`src/rtl/mcu_spi_pkg.sv`:
```
// Shared constants and types for the MCU SPI slave endpoint.
package mcu_spi_pkg;

  localparam logic [7:0] TGT_SYS     = 8'd1;
  localparam logic [7:0] TGT_HID     = 8'd2;
  localparam logic [7:0] TGT_OSD     = 8'd3;
  localparam logic [7:0] SYNC_MARKER = 8'hA5;
  localparam logic [7:0] NONE_RESP   = 8'hFF;

  typedef enum logic [1:0] {IDLE, TARGET, PAYLOAD} state_e;

  typedef enum logic [1:0] {SEL_NONE, SEL_SYS, SEL_HID, SEL_OSD} target_e;

  function automatic target_e decode_target(input logic [7:0] id);
    case (id)
      TGT_SYS: return SEL_SYS;
      TGT_HID: return SEL_HID;
      TGT_OSD: return SEL_OSD;
      default: return SEL_NONE;
    endcase
  endfunction

endpackage

```
`src/rtl/spi_sync_edge.sv`:
```
// Multi-stage synchronizer for an asynchronous pin with registered
// single-cycle rise/fall pulses in the clk domain.
module spi_sync_edge #(
  parameter int SYNC_STAGES = 2
) (
  input  logic clk,
  input  logic reset,
  input  logic din,
  output logic rise,
  output logic fall
);

  logic [SYNC_STAGES-1:0] sync_q, sync_d;
  logic                   prev_q, prev_d;
  logic                   rise_q, rise_d;
  logic                   fall_q, fall_d;

  always_comb begin
    sync_d = {sync_q[SYNC_STAGES-2:0], din};
    prev_d = sync_q[SYNC_STAGES-1];
    rise_d = sync_q[SYNC_STAGES-1] & ~prev_q;
    fall_d = ~sync_q[SYNC_STAGES-1] & prev_q;
  end

  // The chain keeps tracking the pin through reset so that a level held
  // across reset release is not mistaken for a fresh edge.
  always_ff @(posedge clk) begin
    sync_q <= sync_d;
    prev_q <= prev_d;
  end

  always_ff @(posedge clk) begin
    if (reset) begin
      rise_q <= 1'b0;
      fall_q <= 1'b0;
    end else begin
      rise_q <= rise_d;
      fall_q <= fall_d;
    end
  end

  assign rise = rise_q;
  assign fall = fall_q;

endmodule

```
`src/rtl/mcu_spi_slave.sv`:
```
// SPI mode-0 slave for the MCU link: first byte selects a target, following
// bytes are strobed to it while the target's response is shifted out on MISO.
module mcu_spi_slave
  import mcu_spi_pkg::*;
#(
  parameter int   SYNC_STAGES = 2,
  parameter logic IDLE_MISO   = 1'b0
) (
  input  logic       clk,
  input  logic       reset,
  input  logic       spi_sck,
  input  logic       spi_csn,
  input  logic       spi_mosi,
  output logic       spi_miso,
  output logic       mcu_start,
  output logic [7:0] mcu_data,
  output logic       mcu_sys_strobe,
  output logic       mcu_hid_strobe,
  output logic       mcu_osd_strobe,
  input  logic [7:0] mcu_sys_din,
  input  logic [7:0] mcu_hid_din,
  input  logic [7:0] mcu_osd_din
);

  logic sck_rise, sck_fall, csn_rise, csn_fall;

  spi_sync_edge #(.SYNC_STAGES(SYNC_STAGES)) u_sck_sync (
    .clk(clk), .reset(reset), .din(spi_sck), .rise(sck_rise), .fall(sck_fall)
  );

  spi_sync_edge #(.SYNC_STAGES(SYNC_STAGES)) u_csn_sync (
    .clk(clk), .reset(reset), .din(spi_csn), .rise(csn_rise), .fall(csn_fall)
  );

  // One stage longer than the sck chain to line up with its registered pulse.
  logic [SYNC_STAGES:0] mosi_q, mosi_d;
  logic                 mosi_bit;

  assign mosi_d   = {mosi_q[SYNC_STAGES-1:0], spi_mosi};
  assign mosi_bit = mosi_q[SYNC_STAGES];

  always_ff @(posedge clk) begin
    mosi_q <= mosi_d;
  end

  function automatic logic [7:0] resp_byte(input target_e sel, input logic [7:0] sys_din,
                                           input logic [7:0] hid_din, input logic [7:0] osd_din);
    case (sel)
      SEL_SYS: return sys_din;
      SEL_HID: return hid_din;
      SEL_OSD: return osd_din;
      default: return NONE_RESP;
    endcase
  endfunction

  state_e     state_q, state_d;
  target_e    sel_q, sel_d;
  logic [2:0] cnt_q, cnt_d;
  logic [7:0] rx_q, rx_d;
  logic [7:0] tx_q, tx_d;
  logic [7:0] data_q, data_d;
  logic       start_q, start_d;
  logic       load_q, load_d;
  logic       sys_stb_q, sys_stb_d;
  logic       hid_stb_q, hid_stb_d;
  logic       osd_stb_q, osd_stb_d;
  logic       miso_q, miso_d;
  logic [7:0] byte_now;

  assign byte_now = {rx_q[6:0], mosi_bit};

  always_comb begin
    state_d   = state_q;
    sel_d     = sel_q;
    cnt_d     = cnt_q;
    rx_d      = rx_q;
    tx_d      = tx_q;
    data_d    = data_q;
    start_d   = 1'b0;
    load_d    = 1'b0;
    sys_stb_d = 1'b0;
    hid_stb_d = 1'b0;
    osd_stb_d = 1'b0;

    if (csn_rise) begin
      state_d = IDLE;
      cnt_d   = 3'd0;
      sel_d   = SEL_NONE;
    end else if (csn_fall && state_q == IDLE) begin
      state_d = TARGET;
      start_d = 1'b1;
      cnt_d   = 3'd0;
      tx_d    = SYNC_MARKER;
      sel_d   = SEL_NONE;
    end else if (state_q != IDLE) begin
      // Response is sampled in the cycle after the byte completes, which is
      // the strobe cycle for payload bytes.
      if (load_q) begin
        tx_d = resp_byte(sel_q, mcu_sys_din, mcu_hid_din, mcu_osd_din);
      end
      // Counter at zero means the byte boundary: keep the freshly loaded MSB.
      if (sck_fall && cnt_q != 3'd0) begin
        tx_d = {tx_q[6:0], 1'b0};
      end
      if (sck_rise) begin
        rx_d  = byte_now;
        cnt_d = cnt_q + 3'd1;
        if (cnt_q == 3'd7) begin
          load_d = 1'b1;
          if (state_q == TARGET) begin
            sel_d   = decode_target(byte_now);
            state_d = PAYLOAD;
          end else begin
            data_d    = byte_now;
            sys_stb_d = (sel_q == SEL_SYS);
            hid_stb_d = (sel_q == SEL_HID);
            osd_stb_d = (sel_q == SEL_OSD);
          end
        end
      end
    end

    miso_d = (state_d == IDLE) ? IDLE_MISO : tx_d[7];
  end

  always_ff @(posedge clk) begin
    if (reset) begin
      state_q   <= IDLE;
      sel_q     <= SEL_NONE;
      cnt_q     <= 3'd0;
      data_q    <= 8'h00;
      start_q   <= 1'b0;
      load_q    <= 1'b0;
      sys_stb_q <= 1'b0;
      hid_stb_q <= 1'b0;
      osd_stb_q <= 1'b0;
      miso_q    <= IDLE_MISO;
    end else begin
      state_q   <= state_d;
      sel_q     <= sel_d;
      cnt_q     <= cnt_d;
      data_q    <= data_d;
      start_q   <= start_d;
      load_q    <= load_d;
      sys_stb_q <= sys_stb_d;
      hid_stb_q <= hid_stb_d;
      osd_stb_q <= osd_stb_d;
      miso_q    <= miso_d;
    end
  end

  always_ff @(posedge clk) begin
    rx_q <= rx_d;
    tx_q <= tx_d;
  end

  assign spi_miso       = miso_q;
  assign mcu_start      = start_q;
  assign mcu_data       = data_q;
  assign mcu_sys_strobe = sys_stb_q;
  assign mcu_hid_strobe = hid_stb_q;
  assign mcu_osd_strobe = osd_stb_q;

endmodule

```
`config.mk`:
```
export PLATFORM = sky130hd
export DESIGN_NAME = mcu_spi_slave
export DESIGN_NICKNAME = d
export VERILOG_FILES = /design/src/rtl/mcu_spi_pkg.sv /design/src/rtl/spi_sync_edge.sv /design/src/rtl/mcu_spi_slave.sv
export SDC_FILE = /design/constraint.sdc
export NUM_CORES = 1
export LEC_CHECK = 0
export CAP_MARGIN = 20
export CORE_MARGIN = 2
export CORE_UTILIZATION = 30
export DETAILED_ROUTE_END_ITERATION = 8
export HOLD_SLACK_MARGIN = 0.02
export PLACE_DENSITY = 0.6
export SLEW_MARGIN = 5
export SYNTH_ARGS = -nofsm -noshare
export SYNTH_HDL_FRONTEND = slang
export SYNTH_SLANG_ARGS = --single-unit
```
`constraint.sdc`:
```
create_clock -name clk -period 5.18 [get_ports clk]
set_input_delay 1.036 -clock clk [delete_from_list [all_inputs] [get_ports clk]]
set_output_delay 1.036 -clock clk [all_outputs]
set_load 0.01 [all_outputs]
```
==> results summary, run 1 <==
The reported net switching power is 142.2 uW. The total count of max-transition violations in the final report is 0. The required arrival time at the worst endpoint is 5.42 ns. Post-CTS repair changed the size of 0 cells.

The share of synthesized flip-flops with an asynchronous set or reset is 0%. The run finished with clean final reports. Of the cells placed in the final design, the portion with a size suffix greater than 1 is under 10%. The die covers 7101 um^2.

The synthesized design contains 49 register bits. In this run the post-CTS setup repair buffer count came out at 0. For this run, the total global-route usage over all layers was measured as 11.80%. The count of warnings emitted by yosys came out at 0. The clock sink count is 49. Entering global routing, the biggest net connects 17 pins. The first-pass detailed-route iteration total came out at 4. The path class of the tightest hold or removal check is flop to flop. In this run, post-CTS hold repair placed 0 buffers. The worst register-to-register path begins at state_q[1]$_SDFF_PP0_. The placer congestion estimate came out at 0.7537. The proportion of power drawn by combinational gates is 6.7%. The number of setup violations in the final report is 0. Headroom to the max-slew limit came out at 33.51%.

The I/O pin count is 42. The total instance count after detailed placement came out at between 200 and 300. TritonCTS built the clock tree. Setup repair after global routing left no endpoint under its margin.

The worst-case IR drop observed on VDD is 122.6 uV. The number of placement rows is 29. After detailed routing, the average wire length per cell comes to between 10 and 15 um. The switching portion of total power came out at 21.17%. The wire length reported by the detailed router came out at between 3000 and 4000 um. At the pin with the least slew margin, the transition time is about 0.99 ns. The number of antenna diodes in the final layout is 0. The count of buffers from port buffering is 41. The worst path arrival time came out at 2.67 ns. The number of nets with antenna violations after detailed routing is 0. The power density over the cells came out at ~270 nW/um^2. The commonest cells after synthesis are dfxtp_1, nand2_1, edfxtp_1, a21oi_1, nor2_1. The worst hold path passes through 0 cells. The area of the core is roughly 6300 um^2. The post-route DRC violation count came out at 0. For this block, the initial DRC count from the detailed router was 65.

The register clock-pin slew on the reported worst setup and hold paths is 0.09 ns. The first global-routing pass estimated 6630 um of wire. In the post-synthesis netlist, the cell with the most instances is dfxtp_1.

Tracing the worst setup path back leads to its startpoint at reset. The register-to-register setup slack is 2.93 ns. The worst-case clock buffer depth came out at 2. The H-tree was split into 2 levels. In this run the worst path has a maximum fanout of 15. After synthesis, flip-flops and latches occupy 57.99% of the total area. The number of enable-type register cells in the synthesized netlist came out at 14. The number of nets handed over by synthesis was between 200 and 250. The total count of hold-check failures in the final report is 0. In this design, the stage delay of the slowest critical-path cell is 0.69 ns. The worst register-to-register path ends at tx_q[3]$_SDFFCE_PP0P_. The internal power component is 529.3 uW. The worst clock skew is about 0.012 ns.

Prior to clock tree synthesis, the placed netlist has a worst setup slack of 2.419 ns. The setup path with the least slack is of type input pin to flop. The effective utilization at floorplan came out at 30.80%. The area of the mapped netlist came out at between 1500 and 2000 um^2.

The overall power after layout came out at approximately 670 uW. The root buffer cell chosen for the clock tree is clkbuf_8. The clock power share came out at 32.2%. The fmax came out at 412.3 MHz. In the post-synthesis netlist, the biggest area contributors are dfxtp_1, edfxtp_1, mux2_2. The height of the die came out at 84.27 um.

Excluding fillers, the count of instances in the completed layout stands at 290. Per report_power, the sequential group accounts for 61.1% of the total. The layout overhead on the synthesized area is 28.28%. The reported max-cap violation count came out at 0.

The initial antenna violation count came to 0. Counting distinct cell types in the post-synthesis netlist gives between 40 and 50. Across all layers, the routed design uses 1,402 vias.

The average vias per placed instance came out at 4.834. Counting the fill cells in the layout gives 631. The length in cells of the worst reg-to-reg path is 3. Traced cell by cell, the critical path runs through clkdlybuf4s50_1 -> or2_1 -> or4_4 -> nor2_1. On the critical path, the stage with the largest delay is an instance of clkdlybuf4s50_1. The startpoint type of the worst setup path is an input pin. The worst path uses 46.82% of the clock period. The leakage power summed over all cells came out at approximately 0.84 nW. The number of buffers added by the clock tree synthesis step came out at 5. The insertion delay to the later sink of the worst-skew pair is about 0.3 ns.

The minimum clock period is 2.425 ns. The end point of the critical path is mcu_hid_strobe$_SDFF_PP0_. The number of global-route vias before repair is roughly 1,400.

The die width came out at 84.27 um. The area share of the largest cell type after synthesis is 36.25%. The wire-length estimate of the detail-placed layout is between 2000 and 3000 um. The prevailing post-synth register cell is dfxtp_1.

The summed negative setup slack over all endpoints came out at 0 ns. STA classifies the critical path endpoint as a flop. For this run the aggregate overflow at the end of global routing stands at 0.

The mean instance size in the synthesized netlist is 11.30 um^2. The worst setup slack after layout is 2.755 ns. Of all cell types, the one taking the most synthesized area is dfxtp_1. The number of nets in the finished design is 244. In the synthesized netlist, the number of instances is 171.
## layer usage
layer  part of all wire [%]  routed length (um)  track usage (%)
met1                     50                1881            15.19
met5                      0                   0                0
met4                    2.1                  78            5.279
met2                     41                1558            17.82
met3                    6.9                 259            4.228
## worst min path at each step
| stage | from | endpoint | slack (ns) |
|---|---|---|---|
| 6_report | u_csn_sync.sync_q[0]$_DFF_P_ | u_csn_sync.sync_q[1]$_DFF_P_ | 0.33 |
| 5_1_grt | mosi_q[0]$_DFF_P_ | mosi_q[1]$_DFF_P_ | 0.35 |
| 4_1_cts | u_csn_sync.sync_q[0]$_DFF_P_ | u_csn_sync.sync_q[1]$_DFF_P_ | 0.33 |
| 3_5_place_dp | u_csn_sync.sync_q[0]$_DFF_P_ | u_csn_sync.sync_q[1]$_DFF_P_ | 0.31 |
| 3_3_place_gp | u_sck_sync.sync_q[0]$_DFF_P_ | u_sck_sync.sync_q[1]$_DFF_P_ | 0.31 |
| 2_1_floorplan | mosi_q[0]$_DFF_P_ | mosi_q[1]$_DFF_P_ | 0.31 |
## stage by stage
step | utilization [%] | instance area, um^2 | hold WS (ns)
floorplan | - | 1933 | 0.3096
global placement | 38.03 | 2387 | 0.3100
detailed placement | 38.03 | 2387 | 0.3147
CTS | 39.43 | 2475 | 0.3334
global route | 39.51 | 2480 | 0.3507
finish | 39.51 | 2480 | 0.3305
## cells by family after synthesis
| kind of cell | count (synthesis) | synth area share (%) |
|---|---|---|
| multiplexers | 10 | 5.696 |
| AND/OR/NAND/NOR | 56 | 16.44 |
| flip-flops | 49 | 57.99 |
| buffers and inverters | 16 | 4.272 |
| XOR/XNOR | 1 | 0.4532 |
| adder cells (fa/ha/maj) | 3 | 1.942 |
| AO/OA/AOI/OAI | 36 | 13.20 |
## area by class of cell
cell class              instances  area, um^2  area share, %
inverters                       8       30.03          1.211
clock inverters                 2       15.01         0.6054
well taps                      77       96.34          3.885
multi-input cells             106       729.5          29.41
clock buffers                   6       72.57          2.926
repair buffers                 42       415.4          16.75
flip-flops and latches         49        1121          45.21
## cell usage in the layout (no fill, tap or decap), types with 5 or more instances in the layout
master and n:
nor3b_1 7, clkdlybuf4s50_1 41, nand2_1 20, mux2_2 8
o221ai_1 7, a21oi_1 12, dfxtp_1 35, clkbuf_8 5
nor2_1 9, inv_1 8, edfxtp_1 14
## registers in the layout, summed over array words and instances (netlist names), 2 cells and up
| signal | cells |
|---|---|
| state_q | 2 |
| mcu_data | 8 |
| u_sck_sync.sync_q | 2 |
| cnt_q | 3 |
| sel_q | 2 |
| tx_q | 8 |
| rx_q | 7 |
| mosi_q | 3 |
| u_csn_sync.sync_q | 2 |
## worst max-delay path: cells and delay by family
kind	cells	cell delay, ns
buffers and inverters	1	0.69
and+or+nand+nor	3	0.94
## power groups by stage
stage / combinational (mW) / clock, mW / sequential, mW
after floorplan: 0.0206 / 0 / 0.417
after global placement: 0.0445 / 0 / 0.419
final: 0.0447 / 0.216 / 0.410
after CTS: 0.0451 / 0.224 / 0.410
after global routing: 0.0499 / 0.245 / 0.412
after detailed placement: 0.0448 / 0 / 0.419
Note: power is estimated with default switching activity, not from simulation.
==> run 2, diff against run 1 <==
==> constraint.sdc (replaced) <==
create_clock -name clk -period 2.3 [get_ports clk]
set_input_delay 0.46 -clock clk [delete_from_list [all_inputs] [get_ports clk]]
set_output_delay 0.46 -clock clk [all_outputs]
set_load 0.01 [all_outputs]
==> results summary, run 2 (synthesized netlist as in run 1, its figures left out) <==
The critical path is of the flop to flop type. The initial antenna violation count came out at 0 (unchanged). The core occupancy in the finished layout is 40.20% (+0.70 points).

The top fanout value on the critical path is 10 (-5). The buffer count from post-CTS setup fixing is 0 (unchanged). The endpoint kind of the worst setup timing path is a flop. The clock root buffer master is clkbuf_8. The register clock-pin slew on the reported worst setup and hold paths came out at 0.09 ns (about the same). The leakage power summed over all cells came out at 0.8672 nW (+2.8%). The I/O pin count was 42 (unchanged). The final antenna diode count came out at 0 (unchanged). The summed negative setup slack over all endpoints is 0 ns (unchanged). The run finished with clean final reports. The final routed wire length divided by cell count is 13.43 um (+3.0%). The overall via count from detail_route was 1,384 (-1.3%). The worst hold path belongs to the class flop to flop. The worst clock skew came out at 0.006899 ns (-0.005304 ns). The number of filler instances in the final layout came out at 617 (-2.2%). The worst-case clock buffer depth came out at 2 (unchanged). The die width is 84.27 um (unchanged).

The number of nets with antenna violations after detailed routing is 0 (unchanged). The top cell types in the final layout, fill and taps aside, are clkdlybuf4s50_1, dfxtp_1, nand2_1, edfxtp_1, a21oi_1. The leading cell type in the layout, fill and taps excluded is clkdlybuf4s50_1. The share of final-layout standard cells stronger than drive strength 1 came out at 9.767% (+1.3 points). The length in cells of the worst reg-to-reg path came to 4 (+1). The area taken by multi-input logic gates came to 729.5 um^2 (unchanged). The number of global-route vias before repair came out at 1,456 (+2.0%).

The insertion delay to the later sink of the worst-skew pair came to 0.30 ns (about the same). The fmax came out at 555.0 MHz. The total global routing overflow is 0 (unchanged). The die footprint came out at 7101 um^2 (unchanged). The worst setup path is launched from a flop. The layout overhead on the synthesized area is 30.55%.

The global-route wire length before repair came out at 6679 um (+0.74%). The wire length reported by the detailed router was 3921 um (+3.8%). The source of the critical timing path is state_q[1]$_SDFF_PP0_. The register-to-register setup slack is 0.50 ns (-2.43 ns).

The worst path arrival time came out at 1.82 ns (-0.85 ns). The number of buffers added to fix hold violations after cts is 0 (unchanged). The slew of the pin with the lowest slew margin came out at 0.6453 ns (-0.3460 ns). The placer congestion estimate is 0.7357 (-2.4%). The height of the die is 84.27 um (unchanged). The number of setup violations in the final report is 0 (unchanged).

The number of buffers added by the clock tree synthesis step came out at 5 (unchanged). The critical path ends at tx_q[6]$_SDFFCE_PP0P_. The area of the core came out at 6277 um^2 (unchanged). The worst register-to-register path begins at state_q[1]$_SDFF_PP0_. The H-tree depth is 2 (unchanged). The required arrival time at the worst endpoint came to 2.32 ns (-3.10 ns). The post-route DRC violation count came out at 0 (unchanged).

The total count of max-transition violations in the final report came out at 0 (unchanged). The largest net degree at the start of global routing is 18 (+1). The maximum vdd ir drop came out at 271.9 uV (+120%). The effective utilization at floorplan is 30.80% (unchanged). The total count of hold-check failures in the final report is 0 (unchanged). The clock tree from TritonCTS is built. The count of buffers from port buffering came out at 41 (unchanged). The clock sink count came out at 49 (unchanged). The number of placement rows was 29 (unchanged).

The initial DRC count is 88 (+35%). In this run the critical register-to-register path is captured at tx_q[6]$_SDFFCE_PP0P_. The number of resized instances in the post-cts repair step came out at 0 (unchanged). The average vias per placed instance came out at 4.740 (-2.0%). The number of nets in the finished design is 246 (+0.82%).

The half-perimeter wire length of the detailed placement result is 2867 um (+2.9%). The power density over the cells came out at 638.0 nW/um^2 (+140%). The normalized max-slew margin is 56.89% (+23 points). The first-pass detailed-route iteration total is 4 (unchanged).

The minimum clock period is 1.802 ns. The overall fraction of global-route tracks in use came out at 11.72% (-0.082 points). The final critical-path share of the clock period is about four fifths. The flip-flop and latch area is 1121 um^2 (unchanged). The reported max-cap violation count is 0 (unchanged). Setup repair after global routing left no endpoint under its margin.
run 2: worst min-delay path by stage:
stage	cells past startpoint	from	slack, ns	to
2_1_floorplan	0	mosi_q[0]$_DFF_P_	0.31	mosi_q[1]$_DFF_P_
3_3_place_gp	0	u_csn_sync.sync_q[0]$_DFF_P_	0.31	u_csn_sync.sync_q[1]$_DFF_P_
3_5_place_dp	0	u_csn_sync.sync_q[0]$_DFF_P_	0.31	u_csn_sync.sync_q[1]$_DFF_P_
4_1_cts	0	u_csn_sync.sync_q[0]$_DFF_P_	0.34	u_csn_sync.sync_q[1]$_DFF_P_
5_1_grt	0	mosi_q[1]$_DFF_P_	0.34	mosi_q[2]$_DFF_P_
6_report	0	u_sck_sync.sync_q[0]$_DFF_P_	0.33	u_sck_sync.sync_q[1]$_DFF_P_
run 2: critical path: stages, from the launching register on:
cell and delay [ns]:
dfxtp_1 0.42, nor2_1 0.45, a21oi_1 0.18, a211oi_1 0.27, buf_4 0.20
run 2: final cells by class:
| class | count | share of cell area [%] |
|---|---|---|
| well taps | 77 | 3.818 |
| repair buffers | 44 | 17.15 |
| clock inverters | 2 | 0.7933 |
| inverters | 8 | 1.190 |
| clock buffers | 6 | 3.718 |
| multi-input cells | 106 | 28.90 |
| flip-flops and latches | 49 | 44.42 |
run 2: routing by layer:
layer / vias up / track usage, % / part of all wire, %
li1: 715 / - / -
met3: 9 / 3.736 / 6.4
met5: - / 0 / 0
met4: 0 / 5.425 / 1.7
met1: 615 / 15.01 / 50
met2: 45 / 18.04 / 42
run 2: power by group:
| group | switching [mW] | total [mW] | internal (mW) |
|---|---|---|---|
| Combinational | 0.0382 | 0.106 | 0.0681 |
| Clock | 0.290 | 0.580 | 0.289 |
| Sequential | 0.0143 | 0.924 | 0.910 |
| Total | 0.343 | 1.61 | 1.27 |
run 2: stage by stage:
| step | hold slack, ns | instances | instance area, um^2 | power (mW) | setup slack [ns] |
|---|---|---|---|---|---|
| detailed placement | 0.3121 | 284 | 2410 | 1.048 | 0.4201 |
| CTS | 0.3361 | 292 | 2524 | 1.631 | 0.5381 |
| global route | 0.3449 | 292 | 2524 | 1.681 | 0.3993 |
| finish | 0.3342 | 292 | 2524 | 1.610 | 0.4983 |
| global placement | 0.3112 | 284 | 2410 | 1.047 | 0.4315 |
| floorplan | 0.3096 | 171 | 1933 | 0.9856 | 0.3627 |
